[src/rtl/tl_monitor_pkg.sv]
// Shared definitions for the TileLink source monitor and its assert modules.
//   SOURCE_W(n)   : width of a source ID able to name n sources.
//   tl_mon_err_e  : violation kinds, used by the assert modules' messages.
package tl_monitor_pkg;

    typedef enum logic [1:0] {
        ERR_NONE     = 2'd0,
        ERR_A_DUP    = 2'd1,
        ERR_D_ORPHAN = 2'd2,
        ERR_TIMEOUT  = 2'd3
    } tl_mon_err_e;

    // Width of a source ID field; at least one bit even for a single source.
    function automatic int SOURCE_W(input int n);
        return (n <= 2) ? 1 : $clog2(n);
    endfunction

endpackage

[src/rtl/tl_source_age.sv]
// Per-source tracking slice: in-flight bit, saturating age counter and a
// sticky "timeout reported" bit.
//   clock, reset   : clock and asynchronous active-high reset
//   set            : allocate this source (age restarts at 0)
//   clear          : retire this source (applied before set when both high)
//   inflight       : registered in-flight bit
//   inflight_next  : value inflight will take at the next edge
//   timeout        : high in the cycle whose edge brings the age to TIMEOUT
module tl_source_age #(
    parameter int TIMEOUT = 1023,
    parameter int AGE_W   = 10
) (
    input  logic clock,
    input  logic reset,
    input  logic set,
    input  logic clear,
    output logic inflight,
    output logic inflight_next,
    output logic timeout
);

    localparam logic [AGE_W-1:0] AGE_MAX = AGE_W'(TIMEOUT);
    localparam logic [AGE_W-1:0] AGE_HIT = AGE_W'(TIMEOUT - 1);

    logic             inflight_r;
    logic [AGE_W-1:0] age_r;
    logic             reported_r;
    logic             inflight_nx_s;
    logic [AGE_W-1:0] age_nx_s;
    logic             reported_nx_s;
    logic             hit_s;

    // A source retired on the same edge never reports; the sticky bit makes
    // the report a single pulse even while the age sits saturated.
    assign hit_s = inflight_r & ~clear & ~reported_r & (age_r == AGE_HIT);

    // Next-state: set wins over clear (retire-then-allocate), else age.
    always_comb begin
        inflight_nx_s = inflight_r;
        age_nx_s      = age_r;
        reported_nx_s = reported_r;
        if (set) begin
            inflight_nx_s = 1'b1;
            age_nx_s      = '0;
            reported_nx_s = 1'b0;
        end else if (clear) begin
            inflight_nx_s = 1'b0;
            age_nx_s      = '0;
            reported_nx_s = 1'b0;
        end else if (inflight_r) begin
            if (age_r != AGE_MAX) begin
                age_nx_s = age_r + AGE_W'(1);
            end else begin
                age_nx_s = age_r;
            end
            reported_nx_s = reported_r | hit_s;
        end else begin
            inflight_nx_s = inflight_r;
        end
    end

    // Slice state registers.
    always_ff @(posedge clock or posedge reset) begin
        if (reset) begin
            inflight_r <= 1'b0;
            age_r      <= '0;
            reported_r <= 1'b0;
        end else begin
            inflight_r <= inflight_nx_s;
            age_r      <= age_nx_s;
            reported_r <= reported_nx_s;
        end
    end

    assign inflight      = inflight_r;
    assign inflight_next = inflight_nx_s;
    assign timeout       = hit_s;

endmodule

[src/rtl/tl_source_monitor.sv]
// TileLink source monitor: tracks in-flight A-channel sources, retires them
// on the last D beat, and raises registered violation pulses.
//   clock, reset        : clock and asynchronous active-high reset
//   a_valid/a_ready/a_source           : A-channel handshake and source ID
//   d_valid/d_ready/d_source/d_last    : D-channel handshake, source, last beat
//   inflight, inflight_count, idle     : outstanding-source bitmap and count
//   err_a_dup, err_d_orphan, err_timeout : one-cycle violation pulses
//   check_ok            : no violation this cycle
module tl_source_monitor
    import tl_monitor_pkg::*;
#(
    parameter int SOURCES = 8,
    parameter int TIMEOUT = 1023,
    parameter int AGE_W   = 10
) (
    input  logic                          clock,
    input  logic                          reset,
    input  logic                          a_valid,
    input  logic                          a_ready,
    input  logic [SOURCE_W(SOURCES)-1:0]  a_source,
    input  logic                          d_valid,
    input  logic                          d_ready,
    input  logic [SOURCE_W(SOURCES)-1:0]  d_source,
    input  logic                          d_last,
    output logic [SOURCES-1:0]            inflight,
    output logic [SOURCE_W(SOURCES):0]    inflight_count,
    output logic                          idle,
    output logic                          err_a_dup,
    output logic                          err_d_orphan,
    output logic                          err_timeout,
    output logic                          check_ok
);

    localparam int SW = SOURCE_W(SOURCES);
    localparam int CW = SW + 1;

    logic               a_fire_s;
    logic               d_fire_s;
    logic [SOURCES-1:0] retire_vec_s;
    logic [SOURCES-1:0] set_vec_s;
    logic [SOURCES-1:0] inflight_s;
    logic [SOURCES-1:0] inflight_next_s;
    logic [SOURCES-1:0] timeout_vec_s;
    logic               a_dup_s;
    logic               d_orphan_s;
    logic               timeout_any_s;
    logic [CW-1:0]      count_nx_s;

    logic [CW-1:0]      count_r;
    logic               idle_r;
    logic               err_a_dup_r;
    logic               err_d_orphan_r;
    logic               err_timeout_r;
    logic               check_ok_r;

    function automatic logic [CW-1:0] popcount(input logic [SOURCES-1:0] v);
        logic [CW-1:0] c;
        c = '0;
        for (int i = 0; i < SOURCES; i++) begin
            c = c + CW'(v[i]);
        end
        return c;
    endfunction

    assign a_fire_s = a_valid & a_ready;
    assign d_fire_s = d_valid & d_ready;

    // Source decoders. A duplicate A does not re-allocate, so its age keeps
    // running; an A on a source retiring this same edge is a legal reuse.
    always_comb begin
        retire_vec_s = '0;
        set_vec_s    = '0;
        for (int i = 0; i < SOURCES; i++) begin
            retire_vec_s[i] = d_fire_s & d_last & (d_source == SW'(i)) & inflight_s[i];
            set_vec_s[i]    = a_fire_s & (a_source == SW'(i))
                              & (~inflight_s[i] | retire_vec_s[i]);
        end
    end

    // Violation detection against the pre-update bitmap.
    assign a_dup_s       = a_fire_s & inflight_s[a_source] & ~retire_vec_s[a_source];
    assign d_orphan_s    = d_fire_s & ~inflight_s[d_source];
    assign timeout_any_s = |timeout_vec_s;
    assign count_nx_s    = popcount(inflight_next_s);

    genvar g;
    generate
        for (g = 0; g < SOURCES; g++) begin : g_src
            tl_source_age #(
                .TIMEOUT (TIMEOUT),
                .AGE_W   (AGE_W)
            ) u_age (
                .clock         (clock),
                .reset         (reset),
                .set           (set_vec_s[g]),
                .clear         (retire_vec_s[g]),
                .inflight      (inflight_s[g]),
                .inflight_next (inflight_next_s[g]),
                .timeout       (timeout_vec_s[g])
            );
        end
    endgenerate

    // Output registers: count, idle and the violation pulses.
    always_ff @(posedge clock or posedge reset) begin
        if (reset) begin
            count_r        <= '0;
            idle_r         <= 1'b1;
            err_a_dup_r    <= 1'b0;
            err_d_orphan_r <= 1'b0;
            err_timeout_r  <= 1'b0;
            check_ok_r     <= 1'b1;
        end else begin
            count_r        <= count_nx_s;
            idle_r         <= (count_nx_s == CW'(0));
            err_a_dup_r    <= a_dup_s;
            err_d_orphan_r <= d_orphan_s;
            err_timeout_r  <= timeout_any_s;
            check_ok_r     <= ~(a_dup_s | d_orphan_s | timeout_any_s);
        end
    end

    assign inflight       = inflight_s;
    assign inflight_count = count_r;
    assign idle           = idle_r;
    assign err_a_dup      = err_a_dup_r;
    assign err_d_orphan   = err_d_orphan_r;
    assign err_timeout    = err_timeout_r;
    assign check_ok       = check_ok_r;

endmodule
[config.mk]
export PLATFORM = sky130hd
export DESIGN_NAME = tl_source_monitor
export DESIGN_NICKNAME = d
export VERILOG_FILES = /design/src/rtl/tl_monitor_pkg.sv /design/src/rtl/tl_source_age.sv /design/src/rtl/tl_source_monitor.sv
export SDC_FILE = /design/constraint.sdc
export NUM_CORES = 1
export LEC_CHECK = 0
export CELL_PAD_IN_SITES_DETAIL_PLACEMENT = 0
export CELL_PAD_IN_SITES_GLOBAL_PLACEMENT = 1
export CORE_MARGIN = 1.5
export CORE_UTILIZATION = 42
export CTS_CLUSTER_DIAMETER = 200
export DETAILED_ROUTE_END_ITERATION = 8
export PLACE_DENSITY = 0.78
export SETUP_SLACK_MARGIN = 0.3
export SLEW_MARGIN = 20
export SYNTH_ARGS = -nofsm -noshare
export SYNTH_HDL_FRONTEND = slang
export SYNTH_HIERARCHICAL = 1
export SYNTH_SLANG_ARGS = --single-unit
[constraint.sdc]
create_clock -name clock -period 5.3 [get_ports clock]
set_clock_uncertainty 0.05 [all_clocks]
set_input_delay 1.06 -clock clock [delete_from_list [all_inputs] [get_ports clock]]
set_output_delay 1.06 -clock clock [all_outputs]
set_load 0.03 [all_outputs]
==> impl_metrics.py <==
metrics = {
    "grt": {
        "grtUsageTotal": 0.2023,
        "antenna_found_initial": 2,
        "grt_start_max_net_pins": 20,
        "grt_pass1_vias": 5982,
        "grt_pass1_wl_mm": 30.22,
        "overflow": 0,
    },
    "detailed_routing": {
        "viasPerCell": 6.187,
        "drt_iter0_markers": 573,
        "drc": 0,
        "routed_wl_mm": 18.23,
        "drt-pass1-iter-count": 5,
        "drt-wirelength-per-cell_um": 17.26,
        "ant_nets": 0,
        "vias": 6533,
    },
    "sta": {
        "fin_crit_ns": 4.812,
        "maxSlewViolCount": 0,
        "postLayoutSetupSlackWorst_ns": 0.4881,
        "slew_headroom": 0.5860,
        "finalSetupTns_ns": 0,
        "fin_crit_sh": 0.9079,
        "finalSetupViolCount": 0,
        "rsz0062_at_grt": "false",
        "timing.hold.ws_ns": 0.4440,
        "hold_violations": 0,
        "fmax_ghz": 0.2078,
        "tightest_slew_ns": 0.6211,
    },
    "yosys": {
        "synth-edff-count": 0,
        "async_flop_share": 1.000,
        "ys_seq_elements": 105,
        "synth.avg_cell_area_um2": 8.886,
        "synthDistinctLibCells": 54,
        "synth_area_leaders": "dfrtp_1 35%, a211oi_1 4.7%, and3_1 4.6%",
        "synth_top_cell_by_area": "dfrtp_1",
        "syn_nets": 867,
        "synth_cells": 831,
        "yosysWarnings": 6,
        "synth.cell_area_um2": 7385,
        "synth_top_area_share": 0.3490,
        "synth_ff_type": "dfrtp_1",
        "ys_seq_area_frac": 0.3562,
    },
    "critical_path": {
        "crit_buf_inv": 7,
        "crit_type": "primary input to register",
        "crit_family": "adder cells",
        "crit_path_top_delay_cell": "fa_1",
        "startpoint_type": "primary input",
        "cp_max_fo": 10,
        "max_stage_delay_ns": 0.54,
        "critPathRequiredTime_ns": 5.52,
        "cp_common_cell": "inv_1",
        "worstPathArrival_ns": 5.03,
        "worstPathCellList": "clkdlybuf4s50_1 > and4b_2 > buf_4 > and3_1 > inv_1 > a21o_2 > fa_1 > inv_1 > fa_1 > fa_1 > inv_1 > ha_1 > inv_1 > fa_1 > inv_1 > nor4_2",
        "cp-end-kind": "register",
    },
    "clock_network": {
        "htreeDepth": 3,
        "clk_path_buf_depth": 2,
        "cts_sinks": 105,
        "post_cts_resized": 0,
        "clockRootBuffer": "clkbuf_16",
        "cts_hold_buf": 0,
        "cts_tree": "yes",
        "cts_made_buffers": 9,
        "clk_pin_slew_ns": 0.07,
        "post-cts-setup-buffers": 0,
        "clk_latency_ns": 0.35,
    },
    "power_and_ir_drop": {
        "power_density_nw_per_um2": 515.5,
        "seqPwrFrac": 0.406,
        "peakVddDrop_mv": 0.2108,
        "combPwrFrac": 0.439,
        "clkPwrFrac": 0.155,
        "p_int_mw": 2.286,
        "power_mw": 4.132,
        "swShare": 0.4468,
        "power_switching_mw": 1.846,
        "leakage_nw": 3.411,
    },
    "final_layout": {
        "nFillCells": 1613,
        "multi_input_area_um2": 4212,
        "regArea_um2": 2630,
        "fin_area_um2": 8015,
        "drive_above_1_share": 0.1047,
        "final_common_cell": "dfrtp_1",
        "antenna_cells": 0,
        "mostFrequentLayoutCells": "103 x dfrtp_1, 73 x nand2_1, 54 x and3_1",
        "nets": 862,
        "area_growth_pct": 8.540,
    },
    "die": {
        "dieArea_um2": 18390,
        "initial_core_util": 0.4284,
        "fp.dieW_um": 135.6,
        "core_um2": 17240,
        "io_pins": 30,
        "die_h_um": 135.6,
        "rows": 48,
    },
    "placed_design": {
        "hpwl_mm": 13.03,
        "place_congestion": 0.8887,
        "place_ws_ns": -0.02083,
        "dpl-instance-area_um2": 7716,
        "io_buffer_count": 29,
    },
    "flow_run": {
        "cap_violations": 0,
    },
    "worst_hold_path": {
        "hp-class": "register to register",
    },
    "outcome": {
        "status": "completed",
    },
}
layer usage:
| metal | vias up | track usage | routed length [µm] |
|---|---|---|---|
| met3 | 19 | 0.04265 | 1032 |
| li1 | 3133 | - | - |
| met2 | 179 | 0.3198 | 8632 |
| met5 | - | 0 | 13 |
| met1 | 3200 | 0.2842 | 8361 |
| met4 | 2 | 0.04540 | 187 |
state kept, by name, summed over array words and instances, names as in the netlist:
register / cells
err_timeout: 1
idle: 1
err_d_orphan: 1
g_src.u_age/reported_r: 8
err_a_dup: 1
check_ok: 1
g_src.u_age/age_r: 80
g_src.u_age/inflight: 8
inflight_count: 4
layout make-up:
class / count / share of cell area
sequential: 105 / 0.3281
tap: 225 / 0.03512
clock buffer: 13 / 0.03247
timing repair buffer: 46 / 0.05214
inverter: 53 / 0.02482
clock inverter: 3 / 0.001873
multi-input combinational: 611 / 0.5254
synthesized netlist by cell type (all sizes together), types with 9 or more instances:
cell	count
a2111oi	10
a211oi	46
a21oi	42
a311oi	16
a31oi	16
a41oi	9
and2	17
and3	57
buf	45
clkbuf	17
dfrtp	103
ha	19
inv	53
mux2i	16
nand2	73
nand2b	19
nand3	28
nand4	51
nor2	20
nor3	24
nor4	11
o211a	9
o21ai	10
or3	24
or4	16
metrics by stage:
stage / instances / util
3_5_place_dp: 1040 / 0.4477
5_1_grt: 1056 / 0.4650
6_report: 1056 / 0.4650
2_1_floorplan: 831 / -
4_1_cts: 1056 / 0.4636
3_3_place_gp: 1040 / 0.4477
final timing paths:
path / slack [ns] / endpoint / cells past startpoint / from
setup reg to reg: 1.24 / idle$_DFF_PP1_ / 14 / g_src[3].u_age/inflight$_DFF_PP0_
hold / removal: 0.44 / g_src[1].u_age/reported_r$_DFFE_PP0P_ / 1 / g_src[1].u_age/reported_r$_DFFE_PP0P_
setup / recovery: 0.49 / idle$_DFF_PP1_ / 16 / d_source[2]
hold reg to reg: 0.44 / g_src[1].u_age/reported_r$_DFFE_PP0P_ / 1 / g_src[1].u_age/reported_r$_DFFE_PP0P_
min in group asynchronous: 1.30 / err_d_orphan$_DFF_PP0_ / 2 / reset
max in group asynchronous: 3.49 / g_src[1].u_age/age_r[0]$_DFFE_PP0P_ / 2 / reset
cells by family after synthesis:
kind of cell,count (synthesis),synth area share
xor+xnor,1,0.001186
compound gates,192,0.1962
fa+ha+maj,23,0.04304
mux,20,0.03490
buf+inv,115,0.07675
simple gates,375,0.2918
flops,105,0.3562
power groups by stage:
| stage | registers (mW) | logic (mW) | clock network, mW |
|---|---|---|---|
| 2_1_floorplan | 1.52 | 1.45 | 0 |
| 3_3_place_gp | 1.65 | 1.68 | 0 |
| 3_5_place_dp | 1.67 | 1.78 | 0 |
| 4_1_cts | 1.66 | 1.78 | 0.673 |
| 5_1_grt | 1.75 | 2.04 | 0.693 |
| 6_report | 1.68 | 1.81 | 0.642 |
Note: power is estimated with default switching activity, not from simulation.
